==> config.mk <==
export PLATFORM = sky130hd
export DESIGN_NAME = led_meter
export DESIGN_NICKNAME = d
export VERILOG_FILES = /design/src/rtl/led_meter.sv
export SDC_FILE = /design/constraint.sdc
export NUM_CORES = 1
export LEC_CHECK = 0
export CAP_MARGIN = 10
export CORE_ASPECT_RATIO = 1.4
export CORE_MARGIN = 2
export CORE_UTILIZATION = 35
export DETAILED_ROUTE_END_ITERATION = 6
export PLACE_DENSITY = 0.61
export SYNTH_ARGS = -nofsm -noshare
export SYNTH_HDL_FRONTEND = slang
export SYNTH_SLANG_ARGS = --single-unit
==> constraint.sdc <==
create_clock -name i_clk -period 7.9 [get_ports i_clk]
set_input_delay 1.975 -clock i_clk [delete_from_list [all_inputs] [get_ports i_clk]]
set_output_delay 1.975 -clock i_clk [all_outputs]
set_load 0.05 [all_outputs]
==> src/rtl/led_meter.sv <==
// ---------------------------------------------------------------------------
// led_meter
//
// Peak-hold level meter feeding the LED driver. On every rising edge of
// i_sample_clk the eight channel inputs are snapshotted and then walked one
// channel per clock through a shared magnitude / compare / decay datapath.
// When all eight channels have been updated, the top eight magnitude bits of
// every peak are published to the LED outputs at once. The LEDs therefore
// never show a half-updated frame.
//
// Optional feature macro: LED_METER_PEAK_HOLD_EN
//   defined   : each channel keeps a hold counter. A new peak is held for
//               HOLD_SAMPLES sample periods before it starts to decay.
//   undefined : no hold counters are built and HOLD_SAMPLES has no effect.
//               A peak decays on every sample period in which the new
//               magnitude is below it.
//
// Parameters:
//   W            sample width in bits (signed two's complement, W >= 9)
//   HOLD_SAMPLES sample periods a new peak is held (hold build only)
//   DECAY_SHIFT  decay per period = peak >> DECAY_SHIFT, minimum 1
//
// Ports:
//   i_clk         system clock
//   i_rst         synchronous active-high reset
//   i_sample_clk  sample-rate level signal in the i_clk domain
//   i_in0..i_in7  signed samples (0..3 calibrated inputs, 4..7 outputs)
//   o_led0..o_led7 unsigned 8-bit brightness per channel
//   o_busy        high while a scan or commit is in progress
//   o_overrun     sticky flag: a sample edge arrived while one was pending
// ---------------------------------------------------------------------------
module led_meter #(
  parameter int W            = 16,
  parameter int HOLD_SAMPLES = 4800,
  parameter int DECAY_SHIFT  = 4
) (
  input  logic                i_clk,
  input  logic                i_rst,
  input  logic                i_sample_clk,
  input  logic signed [W-1:0] i_in0,
  input  logic signed [W-1:0] i_in1,
  input  logic signed [W-1:0] i_in2,
  input  logic signed [W-1:0] i_in3,
  input  logic signed [W-1:0] i_in4,
  input  logic signed [W-1:0] i_in5,
  input  logic signed [W-1:0] i_in6,
  input  logic signed [W-1:0] i_in7,
  output logic [7:0]          o_led0,
  output logic [7:0]          o_led1,
  output logic [7:0]          o_led2,
  output logic [7:0]          o_led3,
  output logic [7:0]          o_led4,
  output logic [7:0]          o_led5,
  output logic [7:0]          o_led6,
  output logic [7:0]          o_led7,
  output logic                o_busy,
  output logic                o_overrun
);

  typedef enum logic [1:0] {
    IDLE   = 2'd0,
    SCAN   = 2'd1,
    COMMIT = 2'd2
  } meterState_t;

  meterState_t r_state;
  meterState_t w_nextState;

  logic                r_sampleClkQ;
  logic                r_pending;
  logic                r_overrun;
  logic [2:0]          r_idx;
  logic signed [W-1:0] r_snap [8];
  logic [W-2:0]        r_peak [8];
  logic [7:0]          r_led  [8];

  logic                w_rise;
  logic                w_capture;
  logic signed [W-1:0] w_x;
  logic [W-2:0]        w_negLow;
  logic [W-2:0]        w_mag;
  logic [W-2:0]        w_peakCur;
  logic [W-2:0]        w_shift;
  logic [W-2:0]        w_step;
  logic [W-2:0]        w_decayed;

`ifdef LED_METER_PEAK_HOLD_EN
  localparam int HW = $clog2(HOLD_SAMPLES + 1);
  logic [HW-1:0] r_hold [8];
`else
  // The hold length has no effect when hold counters are not built.
  localparam int unusedHoldSamples = HOLD_SAMPLES;
`endif

  assign w_rise    = i_sample_clk & ~r_sampleClkQ;
  // A capture is taken from IDLE for a fresh edge or for one that arrived
  // while the previous frame was still being scanned.
  assign w_capture = (r_state == IDLE) && (w_rise || r_pending);

  // State register for the scan sequencer.
  always_ff @(posedge i_clk) begin
    if (i_rst) begin
      r_state <= IDLE;
    end else begin
      r_state <= w_nextState;
    end
  end

  // Next-state logic: IDLE -> SCAN for eight cycles -> COMMIT -> IDLE.
  always_comb begin
    w_nextState = r_state;
    case (r_state)
      IDLE:    if (w_capture) w_nextState = SCAN;
      SCAN:    if (r_idx == 3'd7) w_nextState = COMMIT;
      COMMIT:  w_nextState = IDLE;
      default: w_nextState = IDLE;
    endcase
  end

  // Magnitude of the selected snapshot channel. The most negative value has
  // no positive twin in W bits, so it saturates to the largest magnitude.
  // For every other negative value, only the low W-1 bits of the negation
  // are needed, because the magnitude fits in W-1 bits.
  always_comb begin
    w_x      = r_snap[r_idx];
    w_negLow = ~w_x[W-2:0] + {{(W-2){1'b0}}, 1'b1};
    w_mag    = w_x[W-2:0];
    if (w_x[W-1]) begin
      if (w_x[W-2:0] == '0) begin
        w_mag = '1;
      end else begin
        w_mag = w_negLow;
      end
    end
  end

  // Exponential decay step with a floor of one LSB. The floor lets a small
  // peak still reach zero. The step never exceeds the peak, so the
  // subtraction cannot wrap.
  always_comb begin
    w_peakCur = r_peak[r_idx];
    w_shift   = w_peakCur >> DECAY_SHIFT;
    w_step    = w_shift;
    if (w_shift == '0) begin
      w_step = {{(W-2){1'b0}}, 1'b1};
    end
    w_decayed = w_peakCur - w_step;
  end

  // Edge tracking, pending/overrun bookkeeping, snapshot capture, the
  // per-channel peak update during SCAN, and the all-at-once LED commit.
  always_ff @(posedge i_clk) begin
    if (i_rst) begin
      r_sampleClkQ <= 1'b0;
      r_pending    <= 1'b0;
      r_overrun    <= 1'b0;
      r_idx        <= 3'd0;
      for (int i = 0; i < 8; i++) begin
        r_snap[i] <= '0;
        r_peak[i] <= '0;
        r_led[i]  <= '0;
`ifdef LED_METER_PEAK_HOLD_EN
        r_hold[i] <= '0;
`endif
      end
    end else begin
      r_sampleClkQ <= i_sample_clk;

      if (r_state == IDLE) begin
        if (w_capture) begin
          r_snap[0] <= i_in0;
          r_snap[1] <= i_in1;
          r_snap[2] <= i_in2;
          r_snap[3] <= i_in3;
          r_snap[4] <= i_in4;
          r_snap[5] <= i_in5;
          r_snap[6] <= i_in6;
          r_snap[7] <= i_in7;
          r_idx     <= 3'd0;
          // A fresh edge that arrives in the same cycle a pending edge is
          // consumed stays pending for the following frame.
          r_pending <= r_pending & w_rise;
        end
      end else if (w_rise) begin
        if (r_pending) begin
          r_overrun <= 1'b1;
        end else begin
          r_pending <= 1'b1;
        end
      end

      if (r_state == SCAN) begin
        r_idx <= r_idx + 3'd1;
`ifdef LED_METER_PEAK_HOLD_EN
        if (w_mag >= w_peakCur) begin
          r_peak[r_idx] <= w_mag;
          r_hold[r_idx] <= HW'(HOLD_SAMPLES);
        end else if (r_hold[r_idx] != '0) begin
          r_hold[r_idx] <= r_hold[r_idx] - 1'b1;
        end else if (w_peakCur != '0) begin
          r_peak[r_idx] <= w_decayed;
        end
`else
        // In this branch mag < peak, so the peak is nonzero and decays.
        if (w_mag >= w_peakCur) begin
          r_peak[r_idx] <= w_mag;
        end else begin
          r_peak[r_idx] <= w_decayed;
        end
`endif
      end

      if (r_state == COMMIT) begin
        for (int i = 0; i < 8; i++) begin
          r_led[i] <= r_peak[i][W-2:W-9];
        end
      end
    end
  end

  assign o_led0    = r_led[0];
  assign o_led1    = r_led[1];
  assign o_led2    = r_led[2];
  assign o_led3    = r_led[3];
  assign o_led4    = r_led[4];
  assign o_led5    = r_led[5];
  assign o_led6    = r_led[6];
  assign o_led7    = r_led[7];
  assign o_busy    = (r_state != IDLE);
  assign o_overrun = r_overrun;

endmodule

==> results.sh <==
export IMPL_clock_sinks=323
export IMPL_die_h_um=256
export IMPL_crit_type="register to register"
export IMPL_power_internal_w=0.00313
export IMPL_syn_nets=1320
export IMPL_cts_resized_gates=0
export IMPL_worstSetupStartpointType="register"
export IMPL_slew_limit_headroom_pct=16.0
export IMPL_finalCritPeriodShare_pct=81.2
export IMPL_synth_area_um2=15900
export IMPL_yosys_top_cells_area="edfxtp_1, mux4_2, and2_1"
export IMPL_switching_share_pct=27.1
export IMPL_synth_common_cells="edfxtp_1, and2_1, nor2_1"
export IMPL_cts_tree="done"
export IMPL_area_growth_pct=22.0
export IMPL_drt_iter0_drc=577
export IMPL_fp_row_count=92
export IMPL_ios=197
export IMPL_numCtsBuffers=31
export IMPL_fin_skew_ns=0.0217
export IMPL_yosysMostFrequentCell="edfxtp_1"
export IMPL_setup_violations=0
export IMPL_min_period_ns=6.42
export IMPL_cp_common_cell="a211oi_1"
export IMPL_combPwrFrac_pct=18.4
export IMPL_holdBufCountCts=0
export IMPL_routedWlPerCell_um=19.8
export IMPL_diodes=0
export IMPL_worstSetupEndpointType="register"
export IMPL_num_vias=10100
export IMPL_required_ns=8.18
export IMPL_crit_fanout=39
export IMPL_tightestPinTransition_ns=1.26
export IMPL_postSynth_asyncResetShare_pct=0
export IMPL_start_util_pct=35.4
export IMPL_p_seq_share_pct=47.7
export IMPL_crit_family="compound AO/OA/AOI/OAI gates"
export IMPL_io_buffers=196
export IMPL_drv_slew=0
export IMPL_yosysTopAreaCellShare_pct=58.8
export IMPL_r2r_slack_ns=1.48
export IMPL_drv_cap=0
export IMPL_grt_pass1_vias=10500
export IMPL_fmax_mhz=156
export IMPL_cpPeakStageDelay_ns=0.75
export IMPL_nets=1496
export IMPL_p_switching_w=0.00116
export IMPL_cp_cell_sequence="buf_4, mux4_2, mux2_2, a2111oi_4, nand4_2, or3_1, and2_1, ha_1, nand2b_1, a211oi_1, o31ai_1, a31oi_1, o21ai_2, a21oi_1, a211oi_1"
export IMPL_status="finished clean"
export IMPL_die_area_um2=47300
export IMPL_drive_gt1_share_pct=11.3
export IMPL_path_buf_inv=1
export IMPL_clkTransAtPathRegs_ns=0.07
export IMPL_fill_cells=4136
export IMPL_ys_seq_area_share_pct=60.2
export IMPL_hold_path_class="register to register"
export IMPL_fin_setup_tns_ns=0
export IMPL_dp_hpwl_um=27300
export IMPL_total_power_w=0.00429
export IMPL_remaining_drc_errors=0
export IMPL_cts_buffer_depth=3
export IMPL_ys_ff_latch=323
export IMPL_totalWireLength_um=39100
export IMPL_root_buffer="clkbuf_16"
export IMPL_finalHoldViolCount=0
export IMPL_clk_latency_ns=0.58
export IMPL_synth_top_cell_by_area="edfxtp_1"
export IMPL_gp_congestion=0.892
export IMPL_synthCells=1159
export IMPL_die_w_um=184
export IMPL_yosysUniqueCellTypes=66
export IMPL_antenna_left=0
export IMPL_grt_pass1_wl_um=60200
export IMPL_grt_overflow_total=0
export IMPL_critical_path_arrival_ns=6.70
export IMPL_grt_total_usage_pct=16.7
export IMPL_rsz0062_at_grt="no"
export IMPL_pwr_density_cell_nw_per_um2=221
export IMPL_leakage_nw=7.05
export IMPL_antenna_found_initial=0
export IMPL_seq_area_um2=9600
export IMPL_core_region_area_um2=45000
export IMPL_ys_flop_type="edfxtp_1"
export IMPL_multiInputGateArea_um2=5960
export IMPL_grt_max_degree=97
export IMPL_worstHoldStart="o_overrun"
export IMPL_p_clk_share_pct=33.9
export IMPL_avgViaCountPerCell=5.11
export IMPL_critPathSlowestCell="dfxtp_4"
export IMPL_avgSynthCellArea_um2=13.7
export IMPL_synth_edf_count=312
export IMPL_first_pass_iters=5
export IMPL_peakVddDrop_mv=0.172
export IMPL_hold_ws_ns=0.480
export IMPL_yosys_warnings=0
export IMPL_htreeDepth=1
export IMPL_cts_setup_buffers=0
## per-layer routing
metal / track usage, % / share of wire [%]
met5: 0 / 0
met4: 6.51 / 3.9
met3: 1.90 / 5.1
met2: 30.0 / 52
met1: 20.2 / 39
## worst min-delay path: stages, from the launching register on
cell and delay [ns]:
dfxtp_1 0.33, a31oi_1 0.05, nor2_1 0.07
## cell usage in the layout (no fill, tap or decap), types with 12 or more instances in the layout
cell type and instances:
o21ai_0 15, inv_1 22, a21oi_1 35, edfxtp_1 312
ha_1 29, nor3_1 21, buf_4 12, nand2_1 37
clkdlybuf4s50_1 195, mux4_2 59, nand3_1 14, clkbuf_16 31
and2_1 149, nor2b_1 55, a211oi_1 35, nand2b_1 14
nor2_1 94, mux2i_1 45
## power by group through the flow
stage	combinational, W	sequential, W	clock (W)
after floorplan	0.000498	0.00210	0
after global placement	0.000778	0.00208	0
after detailed placement	0.000785	0.00209	0
after CTS	0.000789	0.00205	0.00148
after global routing	0.000862	0.00206	0.00154
final	0.000787	0.00205	0.00145
## flip-flops by register name, summed over array words and instances (netlist names), named ones only
signal        flops
r_snap          128
r_peak          120
r_led            64
r_idx             3
r_state           2
o_overrun         1
r_pending         1
r_sampleClkQ      1
## worst paths after layout
path	to	cells after the start
max	r_peak[4][11]	15
min	o_overrun	2
max reg2reg	r_peak[4][11]	15
min reg2reg	o_overrun	2
## logic make-up (layout without fill, tap and decap cells)
group	count (synthesis)	in the layout	synth area share (%)
AOI/OAI and AO/OA	168	168	7.66
xor gates and xnor gates	16	16	0.880
adders and majority gates	30	30	2.40
buffers and inverters	87	286	2.53
DFF	323	323	60.2
muxes	109	109	11.6
and+or+nand+nor	426	426	14.8
## through the flow
stage	util, %	cells	setup slack (ns)	instance area, um^2
finish	43.2	1969	1.48	19400
global route	43.2	1969	0.910	19400
CTS	43.2	1969	1.47	19400
detailed placement	41.0	1913	1.49	18500
global placement	41.0	1913	1.64	18500
floorplan	-	1159	1.76	15900
## layout make-up
class	instances	share of cell area (%)
Clock buffer	37	4.11
Clock inverter	19	0.933
Inverter	22	0.425
Multi-Input combinational cell	749	30.7
Sequential cell	323	49.4
Tap cell	611	3.93
Timing Repair Buffer	208	10.5
(Power assumes the default switching activity.)
